==> src/rtl/uart_tx_dev_pkg.sv <==
// Shared definitions for the UART transmit device: register offsets, STATUS/CTRL
// bit positions, FSM state encoding and the divisor clamp helper.
package uart_tx_dev_pkg;

   localparam logic [1:0] ADDR_DATA   = 2'd0;
   localparam logic [1:0] ADDR_CTRL   = 2'd1;
   localparam logic [1:0] ADDR_DIV    = 2'd2;
   localparam logic [1:0] ADDR_STATUS = 2'd3;

   localparam int STAT_BUSY = 0;
   localparam int STAT_DONE = 1;
   localparam int STAT_OVR  = 2;
   localparam int CTRL_IE   = 0;

   typedef enum logic [1:0] {
      ST_IDLE  = 2'd0,
      ST_START = 2'd1,
      ST_DATA  = 2'd2,
      ST_STOP  = 2'd3
   } txState_t;

   // Terminal count for a bit; a divisor of zero is treated as one cycle per bit.
   function automatic logic [15:0] bitLimit(input logic [15:0] div);
      return (div == 16'd0) ? 16'd0 : div - 16'd1;
   endfunction

endpackage

==> src/rtl/uart_tx_dev_if.sv <==
// Bridge attachment for the UART transmit device, same shape as the timer device:
// register select, write strobe and data in; read data and level interrupt out.
interface uart_tx_dev_if;
   logic [3:2]  addr;
   logic        we;
   logic [31:0] DEV_WD;
   logic [31:0] DEVUart_RD;
   logic        IRQ;

   modport master (output addr, output we, output DEV_WD, input DEVUart_RD, input IRQ);
   modport slave  (input addr, input we, input DEV_WD, output DEVUart_RD, output IRQ);
endinterface

==> src/rtl/uart_tx_dev_baud.sv <==
// Baud counter: latches the divisor on load, then emits a one-cycle bit-end pulse
// every max(div,1) enabled cycles.
module uart_baud_cnt
   import uart_tx_dev_pkg::*;
(
   input  logic        clk,
   input  logic        rst,
   input  logic        i_load,
   input  logic [15:0] i_div,
   input  logic        i_en,
   output logic        o_bitEnd
);

   logic [15:0] r_lim;
   logic [15:0] r_cnt;

   always_ff @(posedge clk or posedge rst) begin
      if (rst) begin
         r_lim <= 16'd0;
         r_cnt <= 16'd0;
      end else if (i_load) begin
         r_lim <= bitLimit(i_div);
         r_cnt <= 16'd0;
      end else if (i_en) begin
         if (r_cnt == r_lim) r_cnt <= 16'd0;
         else                r_cnt <= r_cnt + 16'd1;
      end
   end

   assign o_bitEnd = i_en && (r_cnt == r_lim);

endmodule

==> src/rtl/uart_tx_dev.sv <==
// UART transmitter device: four bridge-mapped registers driving an 8N1 serial
// frame generator with busy/done/overrun status and a done interrupt.
module uart_tx_dev
   import uart_tx_dev_pkg::*;
#(
   parameter logic [15:0] DIV_RST = 16'd16
) (
   input  logic           clk,
   input  logic           rst,
   uart_tx_dev_if.slave   bus,
   output logic           tx
);

   txState_t    r_state;
   logic        r_tx;
   logic [7:0]  r_data;
   logic [15:0] r_div;
   logic        r_ie;
   logic        r_busy;
   logic        r_done;
   logic        r_ovr;
   logic [2:0]  r_bitCnt;

   logic        w_wrData;
   logic        w_wrCtrl;
   logic        w_wrDiv;
   logic        w_wrStatus;
   logic        w_accept;
   logic        w_running;
   logic        w_bitEnd;
   logic [31:0] w_rdData;
   logic        w_unusedWd;

   assign w_wrData   = bus.we && (bus.addr == ADDR_DATA);
   assign w_wrCtrl   = bus.we && (bus.addr == ADDR_CTRL);
   assign w_wrDiv    = bus.we && (bus.addr == ADDR_DIV);
   assign w_wrStatus = bus.we && (bus.addr == ADDR_STATUS);
   assign w_accept   = w_wrData && (r_state == ST_IDLE);
   assign w_running  = (r_state != ST_IDLE);
   assign w_unusedWd = ^bus.DEV_WD[31:16];

   uart_baud_cnt u_baud (
      .clk      (clk),
      .rst      (rst),
      .i_load   (w_accept),
      .i_div    (r_div),
      .i_en     (w_running),
      .o_bitEnd (w_bitEnd)
   );

   // Frame events are written after the STATUS clear so a DONE set in the same cycle wins.
   always_ff @(posedge clk or posedge rst) begin
      if (rst) begin
         r_state  <= ST_IDLE;
         r_tx     <= 1'b1;
         r_data   <= 8'd0;
         r_div    <= DIV_RST;
         r_ie     <= 1'b0;
         r_busy   <= 1'b0;
         r_done   <= 1'b0;
         r_ovr    <= 1'b0;
         r_bitCnt <= 3'd0;
      end else begin
         if (w_wrCtrl) r_ie <= bus.DEV_WD[CTRL_IE];
         if (w_wrDiv)  r_div <= bus.DEV_WD[15:0];
         if (w_wrStatus) begin
            r_done <= 1'b0;
            r_ovr  <= 1'b0;
         end
         if (w_wrData && w_running) r_ovr <= 1'b1;

         case (r_state)
            ST_IDLE: begin
               if (w_wrData) begin
                  r_data  <= bus.DEV_WD[7:0];
                  r_busy  <= 1'b1;
                  r_tx    <= 1'b0;
                  r_state <= ST_START;
               end
            end
            ST_START: begin
               if (w_bitEnd) begin
                  r_tx     <= r_data[0];
                  r_bitCnt <= 3'd0;
                  r_state  <= ST_DATA;
               end
            end
            ST_DATA: begin
               if (w_bitEnd) begin
                  if (r_bitCnt == 3'd7) begin
                     r_tx    <= 1'b1;
                     r_state <= ST_STOP;
                  end else begin
                     r_tx     <= r_data[r_bitCnt + 3'd1];
                     r_bitCnt <= r_bitCnt + 3'd1;
                  end
               end
            end
            ST_STOP: begin
               if (w_bitEnd) begin
                  r_busy  <= 1'b0;
                  r_done  <= 1'b1;
                  r_state <= ST_IDLE;
               end
            end
            default: r_state <= ST_IDLE;
         endcase
      end
   end

   always_comb begin
      w_rdData = 32'd0;
      case (bus.addr)
         ADDR_DATA:   w_rdData[7:0]  = r_data;
         ADDR_CTRL:   w_rdData[CTRL_IE] = r_ie;
         ADDR_DIV:    w_rdData[15:0] = r_div;
         ADDR_STATUS: begin
            w_rdData[STAT_BUSY] = r_busy;
            w_rdData[STAT_DONE] = r_done;
            w_rdData[STAT_OVR]  = r_ovr;
         end
         default:     w_rdData = 32'd0;
      endcase
   end

   assign bus.DEVUart_RD = w_rdData;
   assign bus.IRQ        = r_done & r_ie;
   assign tx             = r_tx;

endmodule

==> src/flat_wrapper.sv <==
// flat-port wrapper written by rule: the top's interface ports become plain ports
module uart_tx_dev_flat import uart_tx_dev_pkg::*;
#(
   parameter logic [15:0] DIV_RST = 16'd16
)
  (clk, rst, tx, bus_addr, bus_we, bus_DEV_WD, bus_DEVUart_RD, bus_IRQ);
  uart_tx_dev_if bus_i ();
  input  logic clk;
  input  logic rst;
  output logic tx;
  input wire logic [$bits(bus_i.addr)-1:0] bus_addr;
  input wire logic [$bits(bus_i.we)-1:0] bus_we;
  input wire logic [$bits(bus_i.DEV_WD)-1:0] bus_DEV_WD;
  output wire logic [$bits(bus_i.DEVUart_RD)-1:0] bus_DEVUart_RD;
  output wire logic [$bits(bus_i.IRQ)-1:0] bus_IRQ;
  assign bus_i.addr = bus_addr;
  assign bus_i.we = bus_we;
  assign bus_i.DEV_WD = bus_DEV_WD;
  assign bus_DEVUart_RD = bus_i.DEVUart_RD;
  assign bus_IRQ = bus_i.IRQ;
  uart_tx_dev #(.DIV_RST(DIV_RST)) u_core (.clk(clk), .rst(rst), .bus(bus_i), .tx(tx));
endmodule
==> config.mk <==
export PLATFORM = sky130hd
export DESIGN_NAME = uart_tx_dev_flat
export DESIGN_NICKNAME = d
export VERILOG_FILES = /design/src/rtl/uart_tx_dev_pkg.sv /design/src/rtl/uart_tx_dev_if.sv /design/src/rtl/uart_tx_dev_baud.sv /design/src/rtl/uart_tx_dev.sv /design/src/flat_wrapper.sv
export SDC_FILE = /design/constraint.sdc
export NUM_CORES = 1
export LEC_CHECK = 0
export CAP_MARGIN = 10
export CORE_MARGIN = 2
export CORE_UTILIZATION = 38
export CTS_BUF_LIST = sky130_fd_sc_hd__clkbuf_16
export DETAILED_ROUTE_END_ITERATION = 8
export GPL_TIMING_DRIVEN = 0
export PLACE_DENSITY = 0.6
export SYNTH_ARGS = -nofsm -noshare
export SYNTH_HDL_FRONTEND = slang
export SYNTH_SLANG_ARGS = --single-unit
==> constraint.sdc <==
create_clock -name clk -period 2.6 [get_ports clk]
set_clock_uncertainty 0.2 [all_clocks]
set_input_delay 0.26 -clock clk [delete_from_list [all_inputs] [get_ports clk]]
set_output_delay 0.26 -clock clk [all_outputs]
set_load 0.03 [all_outputs]
==> After elaboration in Yosys (flattened, before gate mapping) <==
Cells that the tools add are included.
{ "word_totals": {"reg_bits": 66, "out_inout_bits": 34, "ram_bits": 0, "in_bits": 37, "latchBits": 0, "wordCells": 84, "mem_count": 0, "rom_bits": 0} }
{ "classes": {"div": 0, "mux": 33, "n_lt_le_gt_ge": 1, "mul": 0, "shift": 0, "eq_ne": 14, "n_reduce_logical": 21, "addsub": 3, "n_bitwise": 1} }
{ "op_table": {"columns": ["cell", "n"], "rows": [
  ["$mux 16", 4],
  ["$add 16x1->16 const B", 1],
  ["$eq 16x16->1", 1],
  ["$logic_not 16->1", 1],
  ["$sub 16x1->16 const B", 1],
  ["$mux 1", 12],
  ["$mux 2", 5],
  ["$pmux 5 s2", 1],
  ["$reduce_bool 2->1", 5],
  ["$mux 3", 3],
  ["$eq 2x2->1 const B", 4],
  ["$mux 8", 1],
  ["$ne 2x2->1 const B", 4],
  ["$pmux 2 s4", 1],
  ["$reduce_and 4->1", 2],
  ["$logic_and 1x1->1", 7],
  ["$pmux 2 s3", 1],
  ["$pmux 3 s2", 1],
  ["$reduce_and 5->1", 1],
  ["$eq 2x1->1 const B", 2],
  ["$logic_not 2->1", 2],
  ["$lt 3x4->1 const B", 1],
  ["$ne 2x1->1 const B", 2],
  ["$pmux 1 s4", 1],
  ["other kinds (9)", 9]
]} }

==> Depth between registers and ports, before layout <==
{ "logic_depth": {"word_depth": 6, "mapped_depth": 8} }

==> Cells and area by module <==
Synthesis repeated with hierarchy kept, for this count alone.
{ "unflattened": {"cells_unflattened": 374, "hier_area_um2": 3938.8} }
{ "by_module_without_submodules": {"columns": ["module", "seq_area_each_um2", "area_per_inst_um2", "n_inst", "cells_each"], "rows": [
  ["uart_baud_cnt", 800.8, 2042.0, 1, 213],
  ["uart_tx_dev", 853.3, 1896.8, 1, 161]
]} }

==> Worst setup path after synthesis <==
Ideal clock, no wire load.
{ "synth_timing": {"kind": "reg-to-reg", "from": "register u_core.u_baud.r_cnt[10]", "to": "register u_core.r_state[1]", "path_stages_with_launch": 8, "path_slack_ps": 401, "t_arrival_ps": 1871, "period_less_slack_ps": 2199, "setup_time_ps": 128, "path_cell_list": "dfrtp_1 > buf_6 > xnor2_2 > nand4_2 > nor4_4 > and2b_4 > a2bb2oi_4 > mux2_1"} }
{ "synth_via": {"elab_chain_cells": 4, "word_cells_on_any_way": 6, "cone_classes": "eq/ne (4); reduce/logical (2)"} }
{ "synth_rtl": {"columns": ["element", "line", "text"], "rows": [
  ["from (decl)", "uart_tx_dev_baud.sv:15", "logic [15:0] r_cnt;"],
  ["from (signal assigned)", "uart_tx_dev_baud.sv:26", "else r_cnt <= r_cnt + 16'd1;"],
  ["$eq 16x16->1 *", "uart_tx_dev_baud.sv:30", "assign o_bitEnd = i_en && (r_cnt == r_lim);"],
  ["$logic_and 1x1->1 *", "uart_tx_dev_baud.sv:30", null],
  ["$ne 2x2->1 (no source line)", null, null],
  ["$reduce_and 5->1 (no source line) *", null, null],
  ["to (signal assigned)", "uart_tx_dev.sv:54", "r_state <= ST_IDLE;"],
  ["to (signal assigned)", "uart_tx_dev.sv:78", "r_state <= ST_START;"],
  ["to (signal assigned)", "uart_tx_dev.sv:85", "r_state <= ST_DATA;"],
  ["to (decl)", "uart_tx_dev.sv:14", "txState_t r_state;"]
]} }
Every way passes the cells marked *; elsewhere a longest branch is shown, timed or not.
A chain may end at the register's enable or synchronous reset.

==> Worst setup path in the final report <==
{ "layout_timing": {"from": "register u_core.u_baud.r_cnt[7]", "to": "register u_core.r_state[1]"} }
The elaborated chain is that of the path after synthesis.

==> flow_summary.yaml <==
worst_setup_path:
  cpMaxStageDelayCell: "nor4_4"
  endpoint_kind: "flop"
  cp_max_fo: 7
  cpPeakStageDelay_ns: 0.49
  path_buf_inv: 0
  required_ns: 2.61
  crit_chain: "xnor2_1 > nand4_1 > nor4_4 > and2b_4 > a2bb2oi_4 > mux2_1"
  cp.arrival_ns: 2.43
  startpoint_type: "flop"
  critPathTopFamily: "simple AND/OR/NAND/NOR gates"
  critPathKind: "reg -> reg"
clock_network:
  cts_hold_buffers: 0
  cts_buffers: 9
  clkTransAtPathRegs_ns: 0.06
  cts.sinks: 66
  cts_buffer_depth: 2
  insertion_delay_ns: 0.33
  cts-root-buf: "clkbuf_16"
  tritoncts: "done"
  h-tree-depth: 3
power_and_ir_drop:
  pwr-share-clk: 0.334
  leakage_nw: 2.23
  power.switching_w: 0.00165
  p_seq_frac: 0.337
  comb_power_share: 0.329
  powerDensity_nw_per_um2: 1040
  p_sw_frac: 0.327
  internal_power_w: 0.00340
  peakVddDrop_uv: 419
status:
  outcome: "finished, final reports clean"
sta:
  setup_violations: 0
  hold_viol_final: 0
  worst_pin_slew_ns: 0.827
  finalCriticalPeriod_ns: 2.43
  maxSlewViolCount: 0
  max_freq_mhz: 412
  period_share: 0.934
  rsz0062_at_grt: "false"
  relSlewSlack: 0.449
detailed_routing:
  vias: 2926
  ant_nets: 0
  firstDrtPassIters: 4
  drtIter0Drc: 98
  drc_errors: 0
  wire_per_inst_microns: 14.4
  wirelength_mm: 8.30
  vias_per_cell: 5.06
min_path:
  min_path_type: "in -> async"
yosys:
  avgSynthCellArea_sq_um: 10.1
  seq_area_frac_synth: 0.431
  synthesis.instances: 378
  synth.distinct_cells: 57
  async_reset_ff_frac: 1.00
  syn-cell-area_sq_um: 3840
  synth_edf_count: 0
  ys_seq_elements: 66
  yosysWarnings: 0
  ys.flop_type: "dfrtp_1"
grt:
  grt_overflow: 0
  grt_pass1_vias: 2886
  grt.total_usage: 0.162
  grt_max_degree: 67
  grt_pass1_wl_mm: 14.2
  antenna_found_initial: 0
layout:
  stdcell_area_sq_um: 4860
  area_growth_pct: 26.7
  postLayoutCoreUtil: 0.497
  drive_gt1_frac: 0.191
  diodes: 0
  nets: 487
place:
  io_buffers: 37
  dpl.hpwl_mm: 6.06
  place_area_sq_um: 4430
  place_congestion: 0.783
floorplanning:
  io_pins: 71
  coreArea_sq_um: 9770
  die_area_sq_um: 10900
  die_h_microns: 104
  start_util: 0.392
  die_x_microns: 104
  num_rows: 36
job:
  maxCapViolations: 0
layout make-up:
cell class / instances / area [sq um]
plain buffers: 33 / 211
clock buffers: 9 / 225
clock inverters: 7 / 189
fillers: 935 / 4910
inverters: 10 / 40.0
multi-input cells: 283 / 1990
flip-flops and latches: 66 / 1650
well taps: 133 / 166
repair buffers: 37 / 388
layout by cell type (no fill, tap or decap), types with 6 or more instances in the layout:
cell | netlist | layout
mux2_2 | 26 | 26
nand3_1 | 18 | 18
ha_1 | 10 | 10
dfrtp_1 | 64 | 64
and2_1 | 12 | 12
xnor2_1 | 24 | 24
nor2_1 | 19 | 19
buf_2 | 6 | 6
dlymetal6s2s_1 | 0 | 8
clkbuf_1 | 10 | 7
nand4_1 | 7 | 7
conb_1 | 1 | 16
a21oi_1 | 8 | 8
buf_4 | 16 | 16
nand2_1 | 41 | 41
o21ai_0 | 27 | 27
clkbuf_16 | 0 | 9
bufinv_16 | 0 | 6
inv_1 | 10 | 9
clkdlybuf4s50_1 | 0 | 27
mux2i_1 | 11 | 11
Yosys cell counts (8+ instances only):
cell	instances	area share
inv_1	10	0.0098
mux2_2	26	0.076
nand2_1	41	0.040
nor2_1	19	0.019
clkbuf_1	10	0.0098
mux2i_1	11	0.029
dfrtp_1	64	0.42
nand3_1	18	0.023
xnor2_1	24	0.055
o21ai_0	27	0.035
a21oi_1	8	0.010
and2_1	12	0.020
buf_4	16	0.031
ha_1	10	0.033
worst paths after layout:
path                       cells after the start  slack [ns]                   start                endpoint
hold / removal                                 2        0.24                     rst      u_core.r_bitCnt[0]
min in group clk                               2        0.30  u_core.u_baud.r_lim[0]  u_core.u_baud.r_lim[0]
hold reg to reg                                2        0.30  u_core.u_baud.r_lim[0]  u_core.u_baud.r_lim[0]
max in group asynchronous                      2        1.41                     rst             u_core.r_ie
setup reg to reg                               6        0.17  u_core.u_baud.r_cnt[7]       u_core.r_state[1]
setup / recovery                               6        0.17  u_core.u_baud.r_cnt[7]       u_core.r_state[1]
per-layer routing:
metal / track usage / up-vias / routed length [microns]
li1: - / 1432 / -
met1: 0.220 / 1433 / 4010
met2: 0.260 / 51 / 3920
met3: 0.0282 / 10 / 246
met4: 0.0589 / 0 / 114
met5: 0 / - / 0
repair_timing:
action / in CTS / in global routing
pin swaps: 0 / 1
buffers inserted: 0 / 0
resized for setup: 4 / 8
setup endpoints to repair: 10 / 11
worst reg2reg max path: stages, from the launching register on:
cell       delay, ns
dfrtp_1         0.45
xnor2_1         0.22
nand4_1         0.17
nor4_4          0.49
and2b_4         0.29
a2bb2oi_4       0.16
mux2_1          0.33
power groups by stage:
| stage | registers [W] | logic, W | clock network (W) |
|---|---|---|---|
| 4_1_cts | 0.00170 | 0.00168 | 0.00171 |
| 3_5_place_dp | 0.00171 | 0.00167 | 0 |
| 6_report | 0.00170 | 0.00166 | 0.00169 |
| 3_3_place_gp | 0.00170 | 0.00163 | 0 |
| 2_1_floorplan | 0.00160 | 0.00132 | 0 |
| 5_1_grt | 0.00176 | 0.00183 | 0.00176 |
flip-flops by register name (all words and copies together) (netlist names):
name	flops
u_core.r_busy	1
u_core.r_done	1
u_core.r_ovr	1
u_core.r_bitCnt	3
u_core.r_data	8
u_core.r_ie	1
u_core.u_baud.r_cnt	16
u_core.u_baud.r_lim	16
u_core.r_state	2
u_core.r_div	16
u_core.tx	1
logic make-up (layout without fill, tap and decap cells):
| group | count (synthesis) | in the layout | synth area share |
|---|---|---|---|
| compound gates | 63 | 63 | 0.113 |
| xor+xnor | 28 | 28 | 0.0659 |
| fa+ha+maj | 10 | 10 | 0.0326 |
| buf+inv | 44 | 96 | 0.0652 |
| flops | 66 | 66 | 0.431 |
| mux | 40 | 40 | 0.120 |
| other cells | 1 | 16 | 0.000978 |
| simple gates | 126 | 126 | 0.171 |
through the flow:
step	hold slack (ns)	TNS (ns)	std cells	worst slack [ns]	power, W
final	0.236	0	578	0.172	0.00505
after global routing	0.332	0	578	0.00458	0.00535
after CTS	0.281	0	579	0.0326	0.00508
after detailed placement	0.282	-1.04	563	-0.122	0.00338
after global placement	0.282	-46.55	563	-0.719	0.00333
after floorplan	0.210	0	393	0.401	0.00293
Note: power is estimated with default switching activity, not from simulation.
